$ cat src/rtl/board_link_frontend.sv
// Board-pin front-end between FPGA pads and the cosim core.
// Synchronises rx pads, loopback switches and the reset request pin,
// debounces the reset request, sequences the core reset release,
// registers tx pads (with per-channel loopback) and stretches rx/tx
// activity into LED-visible pulses.
module board_link_frontend #(
  parameter int CHANNELS        = 1,
  parameter int SYNC_STAGES     = 2,
  parameter int DEBOUNCE_CYCLES = 500_000,
  parameter int RST_HOLD_CYCLES = 16,
  parameter int LED_HOLD_CYCLES = 2_500_000
) (
  input  logic                clk_i,
  input  logic                arst_i,
  input  logic                rst_req_n_i,
  input  logic [CHANNELS-1:0] loopback_i,
  input  logic [CHANNELS-1:0] rx_pad_i,
  output logic [CHANNELS-1:0] rx_o,
  input  logic [CHANNELS-1:0] tx_i,
  output logic [CHANNELS-1:0] tx_pad_o,
  output logic                core_arstn_o,
  output logic                run_led_o,
  output logic [CHANNELS-1:0] rx_led_o,
  output logic [CHANNELS-1:0] tx_led_o
);

  localparam int DB_W   = $clog2(DEBOUNCE_CYCLES + 1);
  localparam int HOLD_W = $clog2(RST_HOLD_CYCLES + 1);
  localparam int LED_W  = $clog2(LED_HOLD_CYCLES + 1);

  localparam logic [DB_W-1:0]   DB_LAST   = DB_W'(DEBOUNCE_CYCLES - 1);
  localparam logic [HOLD_W-1:0] HOLD_LAST = HOLD_W'(RST_HOLD_CYCLES - 1);
  localparam logic [LED_W-1:0]  LED_LOAD  = LED_W'(LED_HOLD_CYCLES);

  typedef enum logic [1:0] {
    ST_ASSERT,
    ST_HOLD,
    ST_RUN
  } state_t;

  state_t            state, state_n;
  logic [HOLD_W-1:0] hold_cnt, hold_n;
  logic [SYNC_STAGES-1:0] req_sync;
  logic              req_s;
  logic              db_rel;
  logic [DB_W-1:0]   db_cnt;
  logic              run;

  assign req_s = req_sync[SYNC_STAGES-1];
  assign run   = (state == ST_RUN);

  // Reset request synchroniser (idles released/high).
  always_ff @(posedge clk_i or posedge arst_i) begin
    if (arst_i) req_sync <= '1;
    else        req_sync <= {req_sync[SYNC_STAGES-2:0], rst_req_n_i};
  end

  // Debounce: db_rel follows req_s only after DEBOUNCE_CYCLES consecutive differing samples.
  always_ff @(posedge clk_i or posedge arst_i) begin
    if (arst_i) begin
      db_rel <= 1'b1;
      db_cnt <= '0;
    end else if (req_s != db_rel) begin
      if (db_cnt == DB_LAST) begin
        db_rel <= ~db_rel;
        db_cnt <= '0;
      end else begin
        db_cnt <= db_cnt + 1'b1;
      end
    end else begin
      db_cnt <= '0;
    end
  end

  // Reset sequencer state register; core reset and run LED registered from next state.
  always_ff @(posedge clk_i or posedge arst_i) begin
    if (arst_i) begin
      state        <= ST_ASSERT;
      hold_cnt     <= '0;
      core_arstn_o <= 1'b0;
      run_led_o    <= 1'b0;
    end else begin
      state        <= state_n;
      hold_cnt     <= hold_n;
      core_arstn_o <= (state_n == ST_RUN);
      run_led_o    <= (state_n == ST_RUN);
    end
  end

  // Reset sequencer next-state logic.
  always_comb begin
    state_n = state;
    hold_n  = hold_cnt;
    case (state)
      ST_ASSERT: begin
        if (db_rel) begin
          state_n = ST_HOLD;
          hold_n  = '0;
        end
      end
      ST_HOLD: begin
        if (!db_rel)                   state_n = ST_ASSERT;
        else if (hold_cnt == HOLD_LAST) state_n = ST_RUN;
        else                           hold_n  = hold_cnt + 1'b1;
      end
      ST_RUN: begin
        if (!db_rel) state_n = ST_ASSERT;
      end
      default: state_n = ST_ASSERT;
    endcase
  end

  for (genvar c = 0; c < CHANNELS; c++) begin : g_ch
    logic [SYNC_STAGES-1:0] rx_sync;
    logic [SYNC_STAGES-1:0] lb_sync;
    logic                   rx_s;
    logic                   lb;
    logic                   tx_pad_q;
    logic                   rx_prev;
    logic                   tx_prev;
    logic [LED_W-1:0]       rx_cnt;
    logic [LED_W-1:0]       tx_cnt;

    assign rx_s        = rx_sync[SYNC_STAGES-1];
    assign lb          = lb_sync[SYNC_STAGES-1];
    assign rx_o[c]     = rx_s;
    assign tx_pad_o[c] = tx_pad_q;
    assign rx_led_o[c] = (rx_cnt != '0);
    assign tx_led_o[c] = (tx_cnt != '0);

    // rx pad and loopback switch synchronisers.
    always_ff @(posedge clk_i or posedge arst_i) begin
      if (arst_i) begin
        rx_sync <= '1;
        lb_sync <= '0;
      end else begin
        rx_sync <= {rx_sync[SYNC_STAGES-2:0], rx_pad_i[c]};
        lb_sync <= {lb_sync[SYNC_STAGES-2:0], loopback_i[c]};
      end
    end

    // tx pad register: loopback overrides, otherwise idle high unless the core runs.
    always_ff @(posedge clk_i or posedge arst_i) begin
      if (arst_i)  tx_pad_q <= 1'b1;
      else if (lb) tx_pad_q <= rx_s;
      else         tx_pad_q <= run ? tx_i[c] : 1'b1;
    end

    // Activity stretchers: a falling edge (re)loads the counter, otherwise it drains.
    always_ff @(posedge clk_i or posedge arst_i) begin
      if (arst_i) begin
        rx_prev <= 1'b1;
        tx_prev <= 1'b1;
        rx_cnt  <= '0;
        tx_cnt  <= '0;
      end else begin
        rx_prev <= rx_s;
        tx_prev <= tx_i[c];
        if (rx_prev && !rx_s)         rx_cnt <= LED_LOAD;
        else if (rx_cnt != '0)        rx_cnt <= rx_cnt - 1'b1;
        if (tx_prev && !tx_i[c] && run) tx_cnt <= LED_LOAD;
        else if (tx_cnt != '0)        tx_cnt <= tx_cnt - 1'b1;
      end
    end
  end

endmodule

$ cat config.mk
export PLATFORM = sky130hd
export DESIGN_NAME = board_link_frontend
export DESIGN_NICKNAME = d
export VERILOG_FILES = /design/src/rtl/board_link_frontend.sv
export SDC_FILE = /design/constraint.sdc
export NUM_CORES = 1
export LEC_CHECK = 0
export ABC_AREA = 0
export CORE_UTILIZATION = 50
export DETAILED_ROUTE_END_ITERATION = 10
export PLACE_DENSITY_LB_ADDON = 0.25
export SLEW_MARGIN = 0
export SYNTH_ARGS = -nofsm -noshare
export SYNTH_HDL_FRONTEND = slang
export SYNTH_SLANG_ARGS = --single-unit
$ cat constraint.sdc
create_clock -name clk_i -period 4.7 [get_ports clk_i]
set_clock_uncertainty 0.15 [all_clocks]
set_input_delay 0.94 -clock clk_i [delete_from_list [all_inputs] [get_ports clk_i]]
set_output_delay 0.94 -clock clk_i [all_outputs]
set_load 0.05 [all_outputs]
==> impl_metrics.yaml, run 1 <==
run_status:
  outcome: "finished, final reports clean"
run:
  cap_violations: 0
global_route:
  grt_antenna_before_repair: 0
  grt_pass1_vias: 2757
  grt_pass1_wl_um: 12400
  grtUsageTotal: 0.186
  overflow: 0
  grt_start_max_net_pins: 43
cells_and_area:
  instances_no_fill: 514
  final_cell_mix: "dfrtp_1, nor2_1, xor2_1"
  final_common_cell: "dfrtp_1"
  num_antenna_cells: 0
  seq_area_um2: 2040
  finalNetCount: 418
  multi_input_area_um2: 1880
  drive_gt1_frac: 0.121
  fillers: 680
  area_growth_pct: 10.9
cts:
  clockBufferDepth: 2
  cts.hold.buffers_added: 0
  clk_latency_ns: 0.35
  clk_pin_slew_worst_paths_ns: 0.08
  numCtsBuffers: 9
  htree_levels: 3
  cts-resized-gates: 0
  clock-sinks: 81
  cts_tree: "done"
  cts_root_buf: "clkbuf_8"
  cts_setup_buffers: 0
sta:
  fin_crit_ns: 4.09
  worst_pin_slew_ns: 1.04
  setup-violations-final: 0
  finalHoldViolations: 0
  rsz0062_at_grt: "no"
  period_share: 0.870
  fmax_mhz: 245
  drv_slew: 0
  slew_headroom: 0.305
  finalSetupTns_ns: 0
setup_path:
  cp-start-kind: "flip-flop"
  end_kind: "output port"
  worst-r2r-cell-count: 7
  path_cells: "inv_1 -> ha_1 -> nor3b_2 -> nand4b_2 -> nor2_1 -> inv_2 -> clkdlybuf4s50_1"
  slowest_delay_ns: 0.72
  crit_slowest_cell: "clkdlybuf4s50_1"
  crit_type: "flip-flop to output port"
  cp.depth: 7
  worst-path-max-fanout: 14
  cp_num_buf_inv: 3
  crit_family: "simple AND/OR/NAND/NOR gates"
  worstPathArrival_ns: 3.00
  cp.required_ns: 3.61
synth:
  synth-edff-count: 0
  synth_top_flop_cell: "dfrtp_1"
  synthCells: 394
  synthDistinctLibCells: 52
  avgSynthCellArea_um2: 10.2
  ys_warn_count: 0
  syn_area_um2: 4010
  syn_nets: 405
  ys_seq_elements: 81
  synthTopCellsByArea: "dfrtp_1, xor2_1, dfstp_2, nor2_1, xnor2_1"
  ys_seq_area_frac: 0.507
  yosysTopAreaCell: "dfrtp_1"
  ys_async_sr_fraction: 1.00
  synth_top_cell_area_share: 0.455
placement:
  hpwlAfterDp_um: 4770
  place_congestion: 0.833
  io_buffers: 11
  place_inst: 498
min_path:
  hold_depth: 0
  min_path_type: "flip-flop to flip-flop"
detailed_routing:
  post_drt_wl_per_cell_um: 13.6
  via_per_inst: 5.49
  drc: 0
  wl_um: 7020
  drt_pass1_iterations: 4
  num_vias: 2820
  drtAntennaViolNets: 0
  drt_iter0_markers: 108
power_and_ir_drop:
  p_per_area_nw_per_um2: 336
  p_leak_nw: 1.72
  peakVddDrop_mv: 0.215
die:
  rows: 32
  die_w_um: 91.6
  die-area_um2: 8390
  die_h_um: 91.6
  initial_utilization: 0.519
  ioPinCount: 12
  core-area_um2: 7730
-- cell usage after synthesis (3+ instances only) --
| cell type | count |
|---|---|
| o21ai_1 | 3 |
| inv_1 | 10 |
| dfstp_2 | 8 |
| clkbuf_1 | 5 |
| o21ai_0 | 13 |
| nor3b_2 | 3 |
| nor3_1 | 9 |
| nand3b_1 | 3 |
| nor3_2 | 5 |
| or4_1 | 3 |
| a21oi_1 | 17 |
| or3_1 | 7 |
| mux2i_1 | 3 |
| nand4_1 | 9 |
| nor4_1 | 9 |
| and2_1 | 4 |
| xnor2_1 | 12 |
| xor2_1 | 29 |
| nand3_1 | 18 |
| nand2b_1 | 5 |
| and4_1 | 4 |
| o31ai_1 | 6 |
| nand2_1 | 26 |
| dfrtp_1 | 73 |
| o211ai_1 | 7 |
| and3_1 | 11 |
| nor2_1 | 54 |
| ha_1 | 5 |
| nor2b_1 | 6 |
| buf_2 | 3 |
-- routing by layer --
metal	up-vias	track usage	part of all wire
met3	8	0.0285	0.026
met5	-	0	0
li1	1413	-	-
met4	0	0.0820	0.016
met1	1364	0.257	0.49
met2	35	0.291	0.47
-- power breakdown --
group / switching, W / internal (W)
registers: 0.0000369 / 0.000732
logic: 0.0000714 / 0.0000503
clock network: 0.000254 / 0.000353
-- cells by family after synthesis --
logic type,share of synthesized area
buffers and inverters,0.0234
muxes,0.0103
xor gates and xnor gates,0.0895
DFF,0.507
and+or+nand+nor,0.272
adders and majority gates,0.0156
AOI/OAI and AO/OA,0.0814
-- stage by stage --
stage	power, W	util	worst slack (ns)	hold slack (ns)	area [µm²]
6_report	0.00150	0.576	0.613	0.210	4450
5_1_grt	0.00156	0.576	0.422	0.217	4450
4_1_cts	0.00151	0.576	0.594	0.211	4450
3_5_place_dp	0.000905	0.545	0.995	0.200	4210
3_3_place_gp	0.000900	0.545	1.09	0.196	4210
2_1_floorplan	0.000871	-	1.54	0.181	4010
-- final cells by class --
cell class,instances,share of cell area
well taps,102,0.0287
flip-flops and latches,81,0.458
repair buffers,12,0.0264
clock inverters,7,0.0267
clock buffers,9,0.0278
inverters,11,0.00956
multi-input cells,292,0.423
-- final timing paths --
check / from / to / slack, ns
min: g_ch[0].rx_sync[0] / g_ch[0].rx_sync[1] / 0.21
max reg2reg: g_ch[0].tx_cnt[0] / g_ch[0].tx_cnt[1] / 2.26
max: g_ch[0].tx_cnt[0] / tx_led_o / 0.61
min reg2reg: g_ch[0].rx_sync[0] / g_ch[0].rx_sync[1] / 0.21
max in group asynchronous: arst_i / db_rel / 2.59
min in group asynchronous: arst_i / g_ch[0].rx_cnt[4] / 0.85
-- flip-flops by register name, indices dropped and copies added, names as in the netlist, 2 cells and up --
register      count
req_sync          2
g_ch.lb_sync      2
db_cnt           19
g_ch.tx_cnt      22
g_ch.rx_cnt      22
state             2
g_ch.rx_sync      2
hold_cnt          5
Power figures use the tool's default switching activity.
==> run 2, diff against run 1 <==
- SETUP_SLACK_MARGIN: not set -> 0.5
==> impl_metrics.yaml, run 2 (synthesis results as in run 1) <==
setup_path:
  slowest_delay_ns: 0.72
  r2r-end: "g_ch[0].tx_cnt[1]"
  cp.depth: 7
  crit_type: "flip-flop to output port"
  cp_num_buf_inv: 3
  end_kind: "output port"
  worstSetupStartpoint: "g_ch[0].tx_cnt[0]"
  crit_slowest_cell: "clkdlybuf4s50_1"
  crit_family: "simple AND/OR/NAND/NOR gates"
  worst-path-max-fanout: 14
  cp.required_ns: 3.61
  rrSetupSlack_ns: 2.39
  endpoint: "tx_led_o"
  cp-start-kind: "flip-flop"
  worst-r2r-cell-count: 7
  path_cells: "inv_1 -> ha_1 -> nor3b_2 -> nand4b_4 -> nor2_1 -> inv_2 -> clkdlybuf4s50_1"
  reg2reg_from: "g_ch[0].tx_cnt[0]"
  worstPathArrival_ns: 2.87
sta:
  setup-violations-final: 0
  drv_slew: 0
  slew_headroom: 0.305
  rsz0062_at_grt: "no"
  fmax_mhz: 253
  fin_crit_ns: 3.96
  finalSetupTns_ns: 0
  worst_pin_slew_ns: 1.04
  period_share: 0.843
  finalHoldViolations: 0
die:
  die-area_um2: 8390
  initial_utilization: 0.519
  die_h_um: 91.6
  ioPinCount: 12
  die_w_um: 91.6
  core-area_um2: 7730
  rows: 32
power_and_ir_drop:
  swShare: 0.243
  p_leak_nw: 1.74
  peakVddDrop_mv: 0.216
  seqPwrFrac: 0.513
  p_clk_frac: 0.405
  p_per_area_nw_per_um2: 336
  power_w: 0.00150
  netSwitchingPower_w: 0.000364
  power.internal_w: 0.00113
  power_frac_comb: 0.081
detailed_routing:
  drtAntennaViolNets: 0
  drc: 0
  drt_pass1_iterations: 4
  post_drt_wl_per_cell_um: 13.7
  drt_iter0_markers: 107
  num_vias: 2823
  via_per_inst: 5.49
  wl_um: 7020
run:
  cap_violations: 0
global_route:
  overflow: 0
  grtUsageTotal: 0.186
  grt_pass1_wl_um: 12400
  grt_pass1_vias: 2757
  grt_antenna_before_repair: 0
  grt_start_max_net_pins: 43
placement:
  hpwlAfterDp_um: 4770
  postPlaceCellArea_um2: 4210
  place_congestion: 0.833
  io_buffers: 11
cells_and_area:
  area_growth_pct: 11.1
  num_antenna_cells: 0
  fillers: 678
  finalNetCount: 418
  final_cell_mix: "dfrtp_1, nor2_1, xor2_1"
  post-route-cell-area_um2: 4460
  top_regs: "g_ch.rx_cnt: 22 flops, g_ch.tx_cnt: 22 flops, db_cnt: 19 flops"
  final_common_cell: "dfrtp_1"
  drive_gt1_frac: 0.121
cts:
  numCtsBuffers: 9
  clk_pin_slew_worst_paths_ns: 0.08
  cts_setup_buffers: 0
  clockBufferDepth: 2
  cts_root_buf: "clkbuf_8"
  cts_tree: "done"
  htree_levels: 3
  clock-sinks: 81
  clk_latency_ns: 0.35
run_status:
  outcome: "finished, final reports clean"
min_path:
  min_path_type: "flip-flop to flip-flop"
## run 2: cell counts in the layout (fill, tap and decap cells not counted)
No cell type changed its count.
## run 2: how the worst min path moves through the flow
stage                             from            endpoint  slack, ns  cells past startpoint
floorplan           g_ch[0].lb_sync[0]  g_ch[0].lb_sync[1]       0.18                      0
global placement    g_ch[0].rx_sync[0]  g_ch[0].rx_sync[1]       0.20                      0
detailed placement  g_ch[0].rx_sync[0]  g_ch[0].rx_sync[1]       0.20                      0
CTS                 g_ch[0].rx_sync[0]  g_ch[0].rx_sync[1]       0.21                      0
global route               req_sync[0]         req_sync[1]       0.22                      0
finish              g_ch[0].rx_sync[0]  g_ch[0].rx_sync[1]       0.21                      0
## run 2: per-layer routing
layer  vias up  wire, µm  part of all wire  GRT usage
li1       1414         -                 -          -
met1      1374      3450              0.49      0.257
met2        27      3310              0.47      0.291
met3         8       151             0.022     0.0285
met4         0       112             0.016     0.0820
met5         -         0                 0          0
## run 2: repair_timing
| item | CTS | global route |
|---|---|---|
| resized for setup | 0 | 1 |
| hold buffers | 0 | 0 |
| hold endpoints to repair | 0 | 0 |
| setup endpoints to repair | 0 | 1 |
## run 2: final cells by class
cell class	count	area [µm²]	share of cell area
inverters	11	42.5	0.00954
well taps	102	128	0.0286
flip-flops and latches	81	2040	0.457
repair buffers	12	118	0.0264
multi-input cells	292	1890	0.424
clock inverters	7	119	0.0267
clock buffers	9	124	0.0278
## run 2: through the flow
stage	hold WS, ns	worst slack (ns)	std cells	util
final	0.210	0.740	514	0.577
after global routing	0.217	0.547	514	0.577
after CTS	0.211	0.594	514	0.576
after detailed placement	0.200	0.995	498	0.545
after global placement	0.196	1.09	498	0.545
after floorplan	0.181	1.54	394	-
## run 2: power groups by stage
stage	combinational (W)	sequential (W)	clock, W
2_1_floorplan	0.0000937	0.000777	0
3_3_place_gp	0.000120	0.000780	0
3_5_place_dp	0.000123	0.000783	0
4_1_cts	0.000123	0.000769	0.000620
5_1_grt	0.000140	0.000776	0.000645
6_report	0.000122	0.000769	0.000607
